===== src/rtl/pipe_stall_ctrl.sv =====
// pipe_stall_ctrl: merges load-use, multi-cycle EX and exception flush into one pipeline stall vector.
// Optional stall-cycle counter enabled by defining PIPE_STALL_CNT_EN.
module pipe_stall_ctrl #(
    parameter int MC_CYCLES = 32
) (
    input  logic        clk,
    input  logic        rst,
    input  logic        stallreq_id,
    input  logic        ex_mc_start,
    input  logic        flush_req,
    input  logic [31:0] flush_pc,
    output logic [5:0]  stall,
    output logic        flush,
    output logic [31:0] new_pc,
    output logic        mc_busy,
    output logic        mc_done,
    output logic [31:0] stall_cycles
);
    typedef enum logic [1:0] {RUN, MC_WAIT, FLUSH} state_t;

    state_t      state_q, state_d;
    logic [5:0]  mc_cnt_q, mc_cnt_d;
    logic [31:0] new_pc_q, new_pc_d;

    always_comb begin
        state_d  = state_q;
        mc_cnt_d = mc_cnt_q;
        new_pc_d = new_pc_q;
        stall    = 6'b000000;
        mc_done  = 1'b0;
        case (state_q)
            RUN: begin
                if (flush_req) begin
                    state_d  = FLUSH;
                    new_pc_d = flush_pc;
                end else if (ex_mc_start) begin
                    stall    = 6'b001111;
                    mc_cnt_d = 6'(MC_CYCLES - 1);
                    state_d  = MC_WAIT;
                end else if (stallreq_id) begin
                    stall = 6'b000111;
                end
            end
            MC_WAIT: begin
                if (flush_req) begin
                    state_d  = FLUSH;
                    new_pc_d = flush_pc;
                end else if (mc_cnt_q != 6'd0) begin
                    stall    = 6'b001111;
                    mc_cnt_d = mc_cnt_q - 6'd1;
                end else begin
                    mc_done = 1'b1;
                    state_d = RUN;
                end
            end
            FLUSH: begin
                if (flush_req) new_pc_d = flush_pc;
                else state_d = RUN;
            end
            default: state_d = RUN;
        endcase
        // reset dominates the combinational outputs as well as the state
        if (rst) begin
            stall   = 6'b000000;
            mc_done = 1'b0;
        end
    end

    always_ff @(posedge clk) begin
        if (rst) begin
            state_q  <= RUN;
            mc_cnt_q <= 6'd0;
            new_pc_q <= 32'h0;
        end else begin
            state_q  <= state_d;
            mc_cnt_q <= mc_cnt_d;
            new_pc_q <= new_pc_d;
        end
    end

    assign flush   = (state_q == FLUSH);
    assign new_pc  = new_pc_q;
    assign mc_busy = (state_q == MC_WAIT);

`ifdef PIPE_STALL_CNT_EN
    logic [31:0] stall_cycles_q, stall_cycles_d;

    always_comb begin
        stall_cycles_d = (stall[0] && stall_cycles_q != 32'hFFFF_FFFF) ? stall_cycles_q + 32'd1 : stall_cycles_q;
    end

    always_ff @(posedge clk) begin
        if (rst) stall_cycles_q <= 32'h0;
        else stall_cycles_q <= stall_cycles_d;
    end

    assign stall_cycles = stall_cycles_q;
`else
    assign stall_cycles = 32'h0;
`endif
endmodule


===== config.mk =====
export PLATFORM = sky130hd
export DESIGN_NAME = pipe_stall_ctrl
export DESIGN_NICKNAME = d
export VERILOG_FILES = /design/src/rtl/pipe_stall_ctrl.sv
export SDC_FILE = /design/constraint.sdc
export NUM_CORES = 1
export LEC_CHECK = 0
export ABC_AREA = 1
export BUFFER_PORTS_ARGS = -buffer_cell sky130_fd_sc_hd__buf_2
export CAP_MARGIN = 20
export CORE_MARGIN = 2
export CORE_UTILIZATION = 45
export CTS_CLUSTER_SIZE = 12
export DETAILED_ROUTE_END_ITERATION = 12
export GPL_TIMING_DRIVEN = 0
export PLACE_DENSITY = 0.9
export SYNTH_ARGS = -nofsm -noshare
export SYNTH_HDL_FRONTEND = slang
export SYNTH_SLANG_ARGS = --single-unit

===== constraint.sdc =====
create_clock -name clk -period 2.4 [get_ports clk]
set_input_delay 0.12 -clock clk [delete_from_list [all_inputs] [get_ports clk]]
set_output_delay 0.12 -clock clk [all_outputs]
set_load 0.005 [all_outputs]

# After elaboration in Yosys (flattened, before gate mapping)
# Index checks and enable logic that the tools add are counted.
word_totals:
  reg_bits: 40
  latch_bits: 0
  mem_bits_rw: 0
  mem_bits_ro: 0
  input_bits: 37
  wordCells: 42
  n_memories: 0
classes:
  n_addsub: 1
  multipliers: 0
  div: 0
  magnitude_cmp: 0
  n_eq_ne: 9
  shifts: 0
  muxes: 22
  bitwise: 0
  reduce_logical: 7
op_table:
  columns: ["operator", "count"]
  rows:
  - ["6-bit 2-to-1 mux", 5]
  - ["4-bit 2-to-1 mux", 4]
  - ["6-bit one-hot mux with 2 select lines", 1]
  - ["2-bit 2-to-1 mux", 5]
  - ["2-bit inequality test, second input constant", 4]
  - ["4-bit one-hot mux with 2 select lines", 1]
  - ["3-bit inequality test, second input constant", 2]
  - ["2-bit one-hot mux with 3 select lines", 1]
  - ["6-bit nonzero test", 1]
  - ["6-bit by 1-bit subtractor with 6-bit output, second input constant", 1]
  - ["5-bit AND reduction", 1]
  - ["1-bit 2-to-1 mux", 4]
  - ["3-bit 2-to-1 mux", 1]
  - ["3-bit AND reduction", 1]
  - ["3-bit OR reduction", 1]
  - ["2-bit by 1-bit == test with 1-bit output, second input constant", 1]
  - ["2-bit == test, second input constant", 1]
  - ["2-bit zero test", 1]
  - ["2-bit by 1-bit inequality test with 1-bit output, second input constant", 1]
  - ["2-bit AND reduction", 1]
  - ["2-bit nonzero test", 1]

# Longest topological paths before layout
# Gate-level depths: netlist (run 1).
depth:
  word_depth: 5
  depth_mapped: 8

# Worst setup path before layout (run 1)
# No wires, ideal clock.
synth_timing:
  kind: "flip-flop to output port"
  start: "register mc_cnt_q[0]"
  end: "output stall[1]"
  arrival_time_ps: 1272
  t_required_ps: 2280
  path_slack_ps: 1008
  stages_incl_launch_ff: 8
  n_path_buf: 2
  path_cell_list: "dfxtp_1 inv_1 ha_1 nand3_2 nand2_2 buf_6 a21oi_1 buf_4"
synth_via:
  elab_chain_cells: 5
synth_lines:
  columns: ["element", "line", "text"]
  rows:
  - ["from (decl)", "22", "logic [5:0] mc_cnt_q, mc_cnt_d;"]
  - ["from (signal assigned)", "76", "mc_cnt_q <= mc_cnt_d;"]
  - ["6-bit nonzero test", "48", "end else if (mc_cnt_q != 6'd0) begin"]
  - ["4-bit 2-to-1 mux", "48", null]
  - ["4-bit 2-to-1 mux", "45", "if (flush_req) begin"]
  - ["4-bit one-hot mux with 2 select lines", "31", "case (state_q)"]
  - ["6-bit 2-to-1 mux", "63", "if (rst) begin"]
  - ["to (decl)", "12", "output logic [5:0] stall,"]
# Every way passes these cells.

# Worst setup path in the final report (run 1)
layout_timing:
  start: "register mc_cnt_q[0]"
  end: "output stall[2]"
# The elaborated chain is that of the path after synthesis.

==> flow_metrics.env, run 1 <==
export IMPL_status="completed"
export IMPL_rr_startpoint="mc_cnt_q[0]"
export IMPL_fin_setup_tns_ps=0
export IMPL_ir_drop_uv=374
export IMPL_postCtsSetupBuffers=0
export IMPL_cpPeakStageDelay_ps=310
export IMPL_drtAntennaViolNets=0
export IMPL_cts_resized=0
export IMPL_syn_avg_cell_area_sq_um=7.49
export IMPL_total_power_mw=1.63
export IMPL_synth_top_family_by_area="simple AND/OR/NAND/NOR gates"
export IMPL_timing_final_hold_violations=0
export IMPL_rrSetupSlack_ps=1030
export IMPL_worstPathRequired_ps=2280
export IMPL_area_delta_synth_final_pct=35.9
export IMPL_critPathKind="flop to output pin"
export IMPL_hpwl_um=3340
export IMPL_slew_violations=0
export IMPL_rsz0062_at_grt="false"
export IMPL_fin_crit_sh_pct=77.6
export IMPL_p_int_mw=1.22
export IMPL_fp_dieW_um=69.0
export IMPL_grt_pass1_wl_um=7390
export IMPL_fmax_mhz=537
export IMPL_yosys_top_cells_area="dfxtp_1 (42%), nor2_1 (15%), buf_4 (14%), o21ai_0 (7.9%), inv_1 (2.8%)"
export IMPL_hold_end="new_pc[9]"
export IMPL_drt_iter0_markers=68
export IMPL_core_area_sq_um=4030
export IMPL_wl_um=4330
export IMPL_drive_gt1_share_pct=37.1
export IMPL_rows=23
export IMPL_clk_pin_slew_ps=70
export IMPL_viasPerCell=4.37
export IMPL_grt_pass1_vias=1709
export IMPL_pwr_share_seq_pct=45.4
export IMPL_grt_overflow_total=0
export IMPL_end_kind="output pin"
export IMPL_grt_max_degree=13
export IMPL_synthCells=254
export IMPL_cpLargestDelayFamily="buffers and inverters"
export IMPL_io_buffers=74
export IMPL_nNetsFinal=407
export IMPL_clkPwrFrac_pct=36.5
export IMPL_holdBufCountCts=0
export IMPL_fp_dieArea_sq_um=4760
export IMPL_rr_endpoint="mc_cnt_q[0]"
export IMPL_max_cap_violations=0
export IMPL_crit_slowest_cell="dfxtp_1"
export IMPL_synth_area_sq_um=1900
export IMPL_min_period_ps=1860
export IMPL_root_buffer="clkbuf_8"
export IMPL_switchingPower_mw=0.403
export IMPL_synth_distinct_cells=25
export IMPL_reg2regPathDepth=8
export IMPL_cts_tree="built"
export IMPL_grt_usage_pct=18.7
export IMPL_ys_warn_count=0
export IMPL_ios=110
export IMPL_start_util_pct=47.2
export IMPL_worstSkewPairLatency_ps=280
export IMPL_synth_fa_ha_area_share_pct=1.32
export IMPL_whs_path_depth=3
export IMPL_cp_max_fo=10
export IMPL_drt_drc_violations_left=0
export IMPL_h_tree_depth=2
export IMPL_avgRoutedWirePerCell_um=10.3
export IMPL_hold_class="primary input to flop"
export IMPL_final_cell_mix="buf_2 (81), nor2_1 (78), dfxtp_1 (40), buf_4 (36), conb_1 (34)"
export IMPL_p_comb_share_pct=18.0
export IMPL_synth_largest_area_cell="dfxtp_1"
export IMPL_crit_chain="inv_1 -> ha_1 -> nand3_2 -> nand2_2 -> buf_6 -> a21oi_1 -> buf_4 -> buf_2"
export IMPL_clock_sink_count=40
export IMPL_vias=1830
export IMPL_drtPass1Iterations=4
export IMPL_dieHeight_um=69.0
export IMPL_muxShareOfSynthArea_pct=0
export IMPL_cp_start_kind="flop"
export IMPL_clk_path_buf_depth=2
export IMPL_layout_commonest_cell="buf_2"
export IMPL_p_leak_nw=1.45
export IMPL_antenna_cells=0
export IMPL_place_gp_congestion=0.857
export IMPL_synthXorXnorAreaFrac_pct=0.921
export IMPL_synth_top_area_share_pct=42.1
export IMPL_setup_viol=0
export IMPL_hp_start="flush_pc[9]"
export IMPL_finClkSkew_ps=1.26
export IMPL_path_buf_inv=4
export IMPL_synthSimpleGateAreaFrac_pct=24.6
export IMPL_cp_arrival_ps=1740
export IMPL_power_density_nw_per_um2=629
export IMPL_synth_compound_area_share_pct=10.8
export IMPL_yosysSeqAreaShare_pct=42.1
export IMPL_synth_seq_cells=40
export IMPL_antenna_found_initial=0
export IMPL_nFillCells=386
export IMPL_swShare_pct=24.8
export IMPL_cts_buffers=5
how the worst max path moves through the flow:
| stage | startpoint | endpoint | slack [ps] | cells past startpoint |
|---|---|---|---|---|
| floorplan | mc_cnt_q[0] | stall[1] | 1010 | 7 |
| global placement | mc_cnt_q[0] | stall[2] | 880 | 8 |
| detailed placement | mc_cnt_q[0] | stall[2] | 840 | 8 |
| CTS | mc_cnt_q[0] | stall[2] | 520 | 8 |
| global route | mc_cnt_q[0] | stall[2] | 370 | 8 |
| finish | mc_cnt_q[0] | stall[2] | 540 | 8 |
kinds of logic after synthesis:
family | count (synthesis)
and+or+nand+nor | 109
buffers and inverters | 61
DFF | 40
AOI/OAI and AO/OA | 39
xor gates and xnor gates | 2
adders and majority gates | 2
other | 1
cells in the mapped netlist (all sizes together):
cell type  count
conb           1
nand3b         1
nand4          2
ha             2
dfxtp         40
clkbuf         3
nand3         10
o21ai         32
inv           14
buf           44
nand2         15
nor2          80
a21oi          6
nor4           1
o211ai         1
xor2           2
area by class of cell:
type / instances / area (sq um) / area share, %
plain buffers: 47 / 329 / 12.7
clock buffers: 7 / 96.3 / 3.73
clock inverters: 1 / 30.0 / 1.16
inverters: 14 / 52.6 / 2.03
multi-input cells: 186 / 843 / 32.6
flip-flops and latches: 40 / 801 / 31.0
well taps: 50 / 62.6 / 2.42
repair buffers: 74 / 370 / 14.3
worst register-to-register path, delay by kind of cell (launching register included):
kind,cells,cell delay [ps]
AND/OR/NAND/NOR,5,410
flip-flops,1,300
adder cells (fa/ha/maj),1,230
buffers and inverters,2,330
stage by stage:
stage          util [%]  setup WS, ps  instances  hold WS [ps]  instance area [sq um]
3_3_place_gp       61.0           876        411           359                   2460
3_5_place_dp       61.0           841        411           374                   2460
6_report           64.2           537        419          76.9                   2580
4_1_cts            64.2           524        419          65.0                   2580
2_1_floorplan         -          1010        287           269                   2030
5_1_grt            64.2           367        419          73.2                   2580
state kept, by name, summed over array words and instances, names as in the netlist:
register and cells:
mc_cnt_q 6, new_pc 32, state_q 2
power by group through the flow:
| stage | logic [mW] | registers, mW | clock network [mW] |
|---|---|---|---|
| floorplan | 0.187 | 0.757 | 0 |
| global placement | 0.283 | 0.752 | 0 |
| detailed placement | 0.291 | 0.754 | 0 |
| CTS | 0.293 | 0.739 | 0.609 |
| global route | 0.334 | 0.746 | 0.645 |
| finish | 0.293 | 0.739 | 0.594 |
layer usage:
layer | GRT usage [%] | vias up | wire length, um
met5 | 0 | - | 0
met4 | 5.66 | 0 | 35
met3 | 5.99 | 6 | 330
met2 | 34.9 | 70 | 2310
met1 | 19.8 | 800 | 1650
li1 | - | 954 | -
Note: power is estimated with default switching activity, not from simulation.
==> run 2: changes to the inputs <==
CORE_UTILIZATION = 39   (was 45)
PLACE_DENSITY = 0.83   (was 0.9)
clock period = 1.65 ns   (was 2.4 ns; I/O delays follow)
==> run 2 against run 1 <==
  * Register-to-register slack got worse by 670 ps
  * Non-clock buffer count rose by 5
  * Clock power rose by 46%
  * Combinational power rose by 56%
  * Flip-flop and latch count did not move
==> flow_metrics.env, run 2 (synthesized netlist as in run 1, its figures left out) <==
export IMPL_status="completed"
export IMPL_max_cap_violations=0
export IMPL_p_leak_nw=1.48
export IMPL_whs_ps=38.2
export IMPL_min_period_ps=1580
export IMPL_start_util_pct=40.3
export IMPL_place_area_sq_um=2480
export IMPL_drt_iter0_markers=77
export IMPL_clk_pin_slew_ps=80
export IMPL_dr_max_layer_used="met4"
export IMPL_area_delta_synth_final_pct=41.7
export IMPL_hold_class="primary input to flop"
export IMPL_worstSkewPairLatency_ps=280
export IMPL_nFillCells=466
export IMPL_viasPerCell=4.16
export IMPL_hpwl_um=3340
export IMPL_stdcell_area_sq_um=2700
export IMPL_cp_arrival_ps=1500
export IMPL_layout_commonest_cell="buf_2"
export IMPL_drtPass1Iterations=4
export IMPL_dieHeight_um=73.8
export IMPL_rows=25
export IMPL_fmax_mhz=633
export IMPL_vias=1834
export IMPL_final_util_pct=57.1
export IMPL_grt_pass1_vias=1591
export IMPL_whs_path_depth=3
export IMPL_cts_tree="built"
export IMPL_fin_setup_tns_ps=0
export IMPL_cts_buffers=5
export IMPL_ir_drop_uv=524
export IMPL_timing_final_hold_violations=0
export IMPL_fp_dieW_um=73.8
export IMPL_holdBufCountCts=0
export IMPL_clk_path_buf_depth=2
export IMPL_power_density_nw_per_um2=891
export IMPL_antenna_found_initial=0
export IMPL_hp_start="flush_pc[9]"
export IMPL_cp_max_fo=5
export IMPL_grt_usage_pct=16.7
export IMPL_dr_wl_met3_um=420
export IMPL_grt_pass1_wl_um=7000
export IMPL_rr_endpoint="mc_cnt_q[3]"
export IMPL_setup_viol=0
export IMPL_fp_dieArea_sq_um=5450
export IMPL_wl_um=4400
export IMPL_end_kind="output pin"
export IMPL_avgRoutedWirePerCell_um=9.98
export IMPL_grt_max_degree=13
export IMPL_drtAntennaViolNets=0
export IMPL_ios=110
export IMPL_hold_end="new_pc[9]"
export IMPL_h_tree_depth=2
export IMPL_antenna_cells=0
export IMPL_total_power_mw=2.40
export IMPL_final_cell_mix="buf_2 (81), nor2_1 (76), buf_4 (41), dfxtp_1 (38), conb_1 (34)"
export IMPL_slew_violations=0
export IMPL_fin_crit_sh_pct=95.8
export IMPL_rr_startpoint="state_q[1]"
export IMPL_finClkSkew_ps=4.33
export IMPL_critPathKind="flop to output pin"
export IMPL_nNetsFinal=412
export IMPL_worstPathRequired_ps=1570
export IMPL_place_gp_congestion=0.849
export IMPL_grt_overflow_total=0
export IMPL_dr_wl_met2_um=2240
export IMPL_largest_register_ffs=32
export IMPL_cp_start_kind="flop"
export IMPL_drive_gt1_share_pct=40.4
export IMPL_io_buffers=74
export IMPL_clock_sink_count=40
export IMPL_drt_drc_violations_left=0
export IMPL_reg2regPathDepth=8
export IMPL_core_area_sq_um=4720
export IMPL_detail_route_wirelength_met1_um=1710
export IMPL_rrSetupSlack_ps=360
export IMPL_rsz0062_at_grt="false"
export IMPL_root_buffer="clkbuf_8"
-- run 2: changes by cell type in the layout (fill, tap and decap cells not counted), moves of 2 or more --
cell | before | now
dfxtp_2 | 0 | 2
inv_1 | 14 | 12
buf_4 | 36 | 41
dfxtp_1 | 40 | 38
nor2_1 | 78 | 76
inv_2 | 0 | 2
-- run 2: report_power, final --
part,switching [mW],internal [mW],total [mW]
Clock,0.336,0.534,0.870
Combinational,0.230,0.227,0.456
Sequential,0.0402,1.04,1.08
-- run 2: metal layers --
layer,track usage (%),up-vias
met3,6.72,5
met4,4.24,0
met2,29.6,75
met1,18.5,788
li1,-,966
met5,0,-
-- run 2: through the flow --
stage / worst slack (ps) / instances
floorplan: 295 / 287
global placement: 170 / 428
detailed placement: 117 / 428
CTS: 2.83 / 438
global route: 9.17 / 441
finish: 70.0 / 441
-- run 2: final cells by class --
cell class,instances,area [sq um],share of cell area [%]
clock buffer,7,96.3,3.57
tap,67,83.8,3.11
sequential,40,803,29.8
clock inverter,1,30.0,1.11
buffer,47,329,12.2
inverter,14,52.6,1.95
multi-input combinational,186,892,33.1
timing repair buffer,79,408,15.1
-- run 2: worst max-delay path by stage --
stage / end / cells past startpoint / start / slack [ps]
after floorplan: stall[1] / 7 / mc_cnt_q[0] / 300
after global routing: stall[2] / 8 / state_q[1] / 9
final: stall[2] / 8 / state_q[1] / 70
after CTS: stall[2] / 8 / mc_cnt_q[0] / 3
after global placement: stall[1] / 8 / mc_cnt_q[0] / 170
after detailed placement: stall[2] / 8 / mc_cnt_q[0] / 120
-- run 2: timing repair --
item,in CTS,in global routing
setup endpoints to repair,4,3
resized for setup,6,8
pin swaps,0,3
buffers inserted,2,3
-- run 2: critical path, cell delays in order, from the launching register on --
cell	delay (ps)
dfxtp_1	330
inv_1	100
nand2_2	90
nor2_4	130
nand2_4	70
buf_6	130
a21oi_4	130
buf_4	120
buf_2	90
==> run 3: changes to the inputs <==
MAX_ROUTING_LAYER = met4   (was default)
==> run 3 against run 2 <==
  * Fmax is essentially flat
  * Final area is the same
  * Die area is the same
  * Register-to-register slack gained 20 ps
  * Non-clock buffer count is the same
  * Via count shrank 0.27%
  * Utilization is the same
  * Critical path depth is the same
  * Final cell count is the same
  * Flip-flop and latch count is the same
==> flow_metrics.env, run 3 (synthesized netlist as in run 1, its figures left out) <==
export IMPL_pwr_share_seq_pct=44.8
export IMPL_cp_max_fo=5
export IMPL_grt_pass1_wl_um=7000
export IMPL_finClkSkew_ps=4.22
export IMPL_clk_pin_slew_ps=80
export IMPL_start_util_pct=40.3
export IMPL_fin_setup_tns_ps=0
export IMPL_drive_gt1_share_pct=40.4
export IMPL_p_int_mw=1.80
export IMPL_core_area_sq_um=4720
export IMPL_grt_usage_pct=17.2
export IMPL_drtAntennaViolNets=0
export IMPL_grt_overflow_total=0
export IMPL_min_period_ps=1580
export IMPL_avgRoutedWirePerCell_um=9.98
export IMPL_holdBufCountCts=0
export IMPL_max_cap_violations=0
export IMPL_ir_drop_uv=525
export IMPL_dieHeight_um=73.8
export IMPL_root_buffer="clkbuf_8"
export IMPL_cts_buffers=5
export IMPL_timing_final_hold_violations=0
export IMPL_clock_sink_count=40
export IMPL_grt_max_degree=13
export IMPL_slew_violations=0
export IMPL_status="completed"
export IMPL_cts_tree="built"
export IMPL_drtPass1Iterations=4
export IMPL_ios=110
export IMPL_crit_slowest_cell="dfxtp_1"
export IMPL_worstPathRequired_ps=1570
export IMPL_hold_class="primary input to flop"
export IMPL_fp_dieArea_sq_um=5450
export IMPL_final_cell_mix="buf_2 (81), nor2_1 (76), buf_4 (41), dfxtp_1 (38), conb_1 (34)"
export IMPL_cp_arrival_ps=1500
export IMPL_setup_slack_ps=70.8
export IMPL_p_leak_nw=1.48
export IMPL_fmax_mhz=633
export IMPL_layout_commonest_cell="buf_2"
export IMPL_fp_dieW_um=73.8
export IMPL_area_delta_synth_final_pct=41.7
export IMPL_rows=25
export IMPL_switchingPower_mw=0.608
export IMPL_nNetsFinal=412
export IMPL_hpwl_um=3340
export IMPL_drt_iter0_markers=79
export IMPL_clk_path_buf_depth=2
export IMPL_vias=1829
export IMPL_crit_chain="inv_1 -> nand2_2 -> nor2_4 -> nand2_4 -> buf_6 -> a21oi_4 -> buf_4 -> buf_2"
export IMPL_swShare_pct=25.3
export IMPL_viasPerCell=4.15
export IMPL_place_gp_congestion=0.862
export IMPL_antenna_cells=0
export IMPL_antenna_found_initial=0
export IMPL_cp_start_kind="flop"
export IMPL_fin_crit_sh_pct=95.7
export IMPL_setup_viol=0
export IMPL_grt_pass1_vias=1590
export IMPL_largest_register_ffs=32
export IMPL_p_comb_share_pct=19.0
export IMPL_wl_um=4400
export IMPL_rsz0062_at_grt="false"
export IMPL_end_kind="output pin"
export IMPL_critPathKind="flop to output pin"
export IMPL_cpPeakStageDelay_ps=330
export IMPL_io_buffers=74
export IMPL_clkPwrFrac_pct=36.2
export IMPL_dpl_worst_slack_ps=117
export IMPL_power_density_nw_per_um2=892
export IMPL_drt_drc_violations_left=0
export IMPL_worstSkewPairLatency_ps=290
export IMPL_h_tree_depth=2
run 3: cell counts in the layout (fill, tap and decap cells not counted):
Identical to the previous run, type by type.
run 3: metal layers:
layer  vias to the layer above  track usage [%]  share of wire [%]
met5                         -                -                  0
met1                       785             19.3                 41
li1                        966                -                  -
met4                         0             4.24               0.64
met3                         5             5.49                8.0
met2                        73             29.6                 51
run 3: timing repair:
item	in CTS	in global routing
setup buffers	2	3
pin swaps	0	3
gates resized for setup	6	8
setup endpoints to repair	4	3
run 3: area by class of cell:
| cell class | instances | area, sq um |
|---|---|---|
| well taps | 67 | 83.8 |
| fillers | 466 | 2030 |
| plain buffers | 47 | 329 |
| clock buffers | 7 | 96.3 |
| inverters | 14 | 52.6 |
| multi-input cells | 186 | 892 |
| clock inverters | 1 | 30.0 |
| repair buffers | 79 | 408 |
| flip-flops and latches | 40 | 803 |
run 3: path summary, 6_finish.rpt:
path	end	startpoint	depth (start not counted)	slack (ps)
max	stall[2]	state_q[1]	8	70
min	new_pc[9]	flush_pc[9]	3	40
max reg2reg	mc_cnt_q[3]	state_q[1]	8	380
min reg2reg	new_pc[8]	new_pc[8]	2	480
run 3: critical path, delay by kind of cell (launching register included):
kind | cells | cell delay [ps]
buffers and inverters | 4 | 440
AO/OA/AOI/OAI | 1 | 130
flip-flops | 1 | 330
AND/OR/NAND/NOR | 3 | 290
run 3: through the flow:
stage	hold WS [ps]	area (sq um)	std cells	utilization (%)	power, mW
final	37.3	2700	441	57.1	2.40
after global routing	49.7	2700	441	57.1	2.54
after global placement	317	2480	428	52.5	1.51
after detailed placement	328	2480	428	52.5	1.52
after floorplan	200	2030	287	-	1.37
after CTS	23.6	2640	438	55.9	2.41
run 3: power by group through the flow:
stage	Clock, mW	Sequential (mW)	Combinational, mW
after floorplan	0	1.10	0.272
after global placement	0	1.09	0.414
after detailed placement	0	1.10	0.425
after CTS	0.902	1.07	0.435
after global routing	0.939	1.09	0.520
final	0.871	1.08	0.457
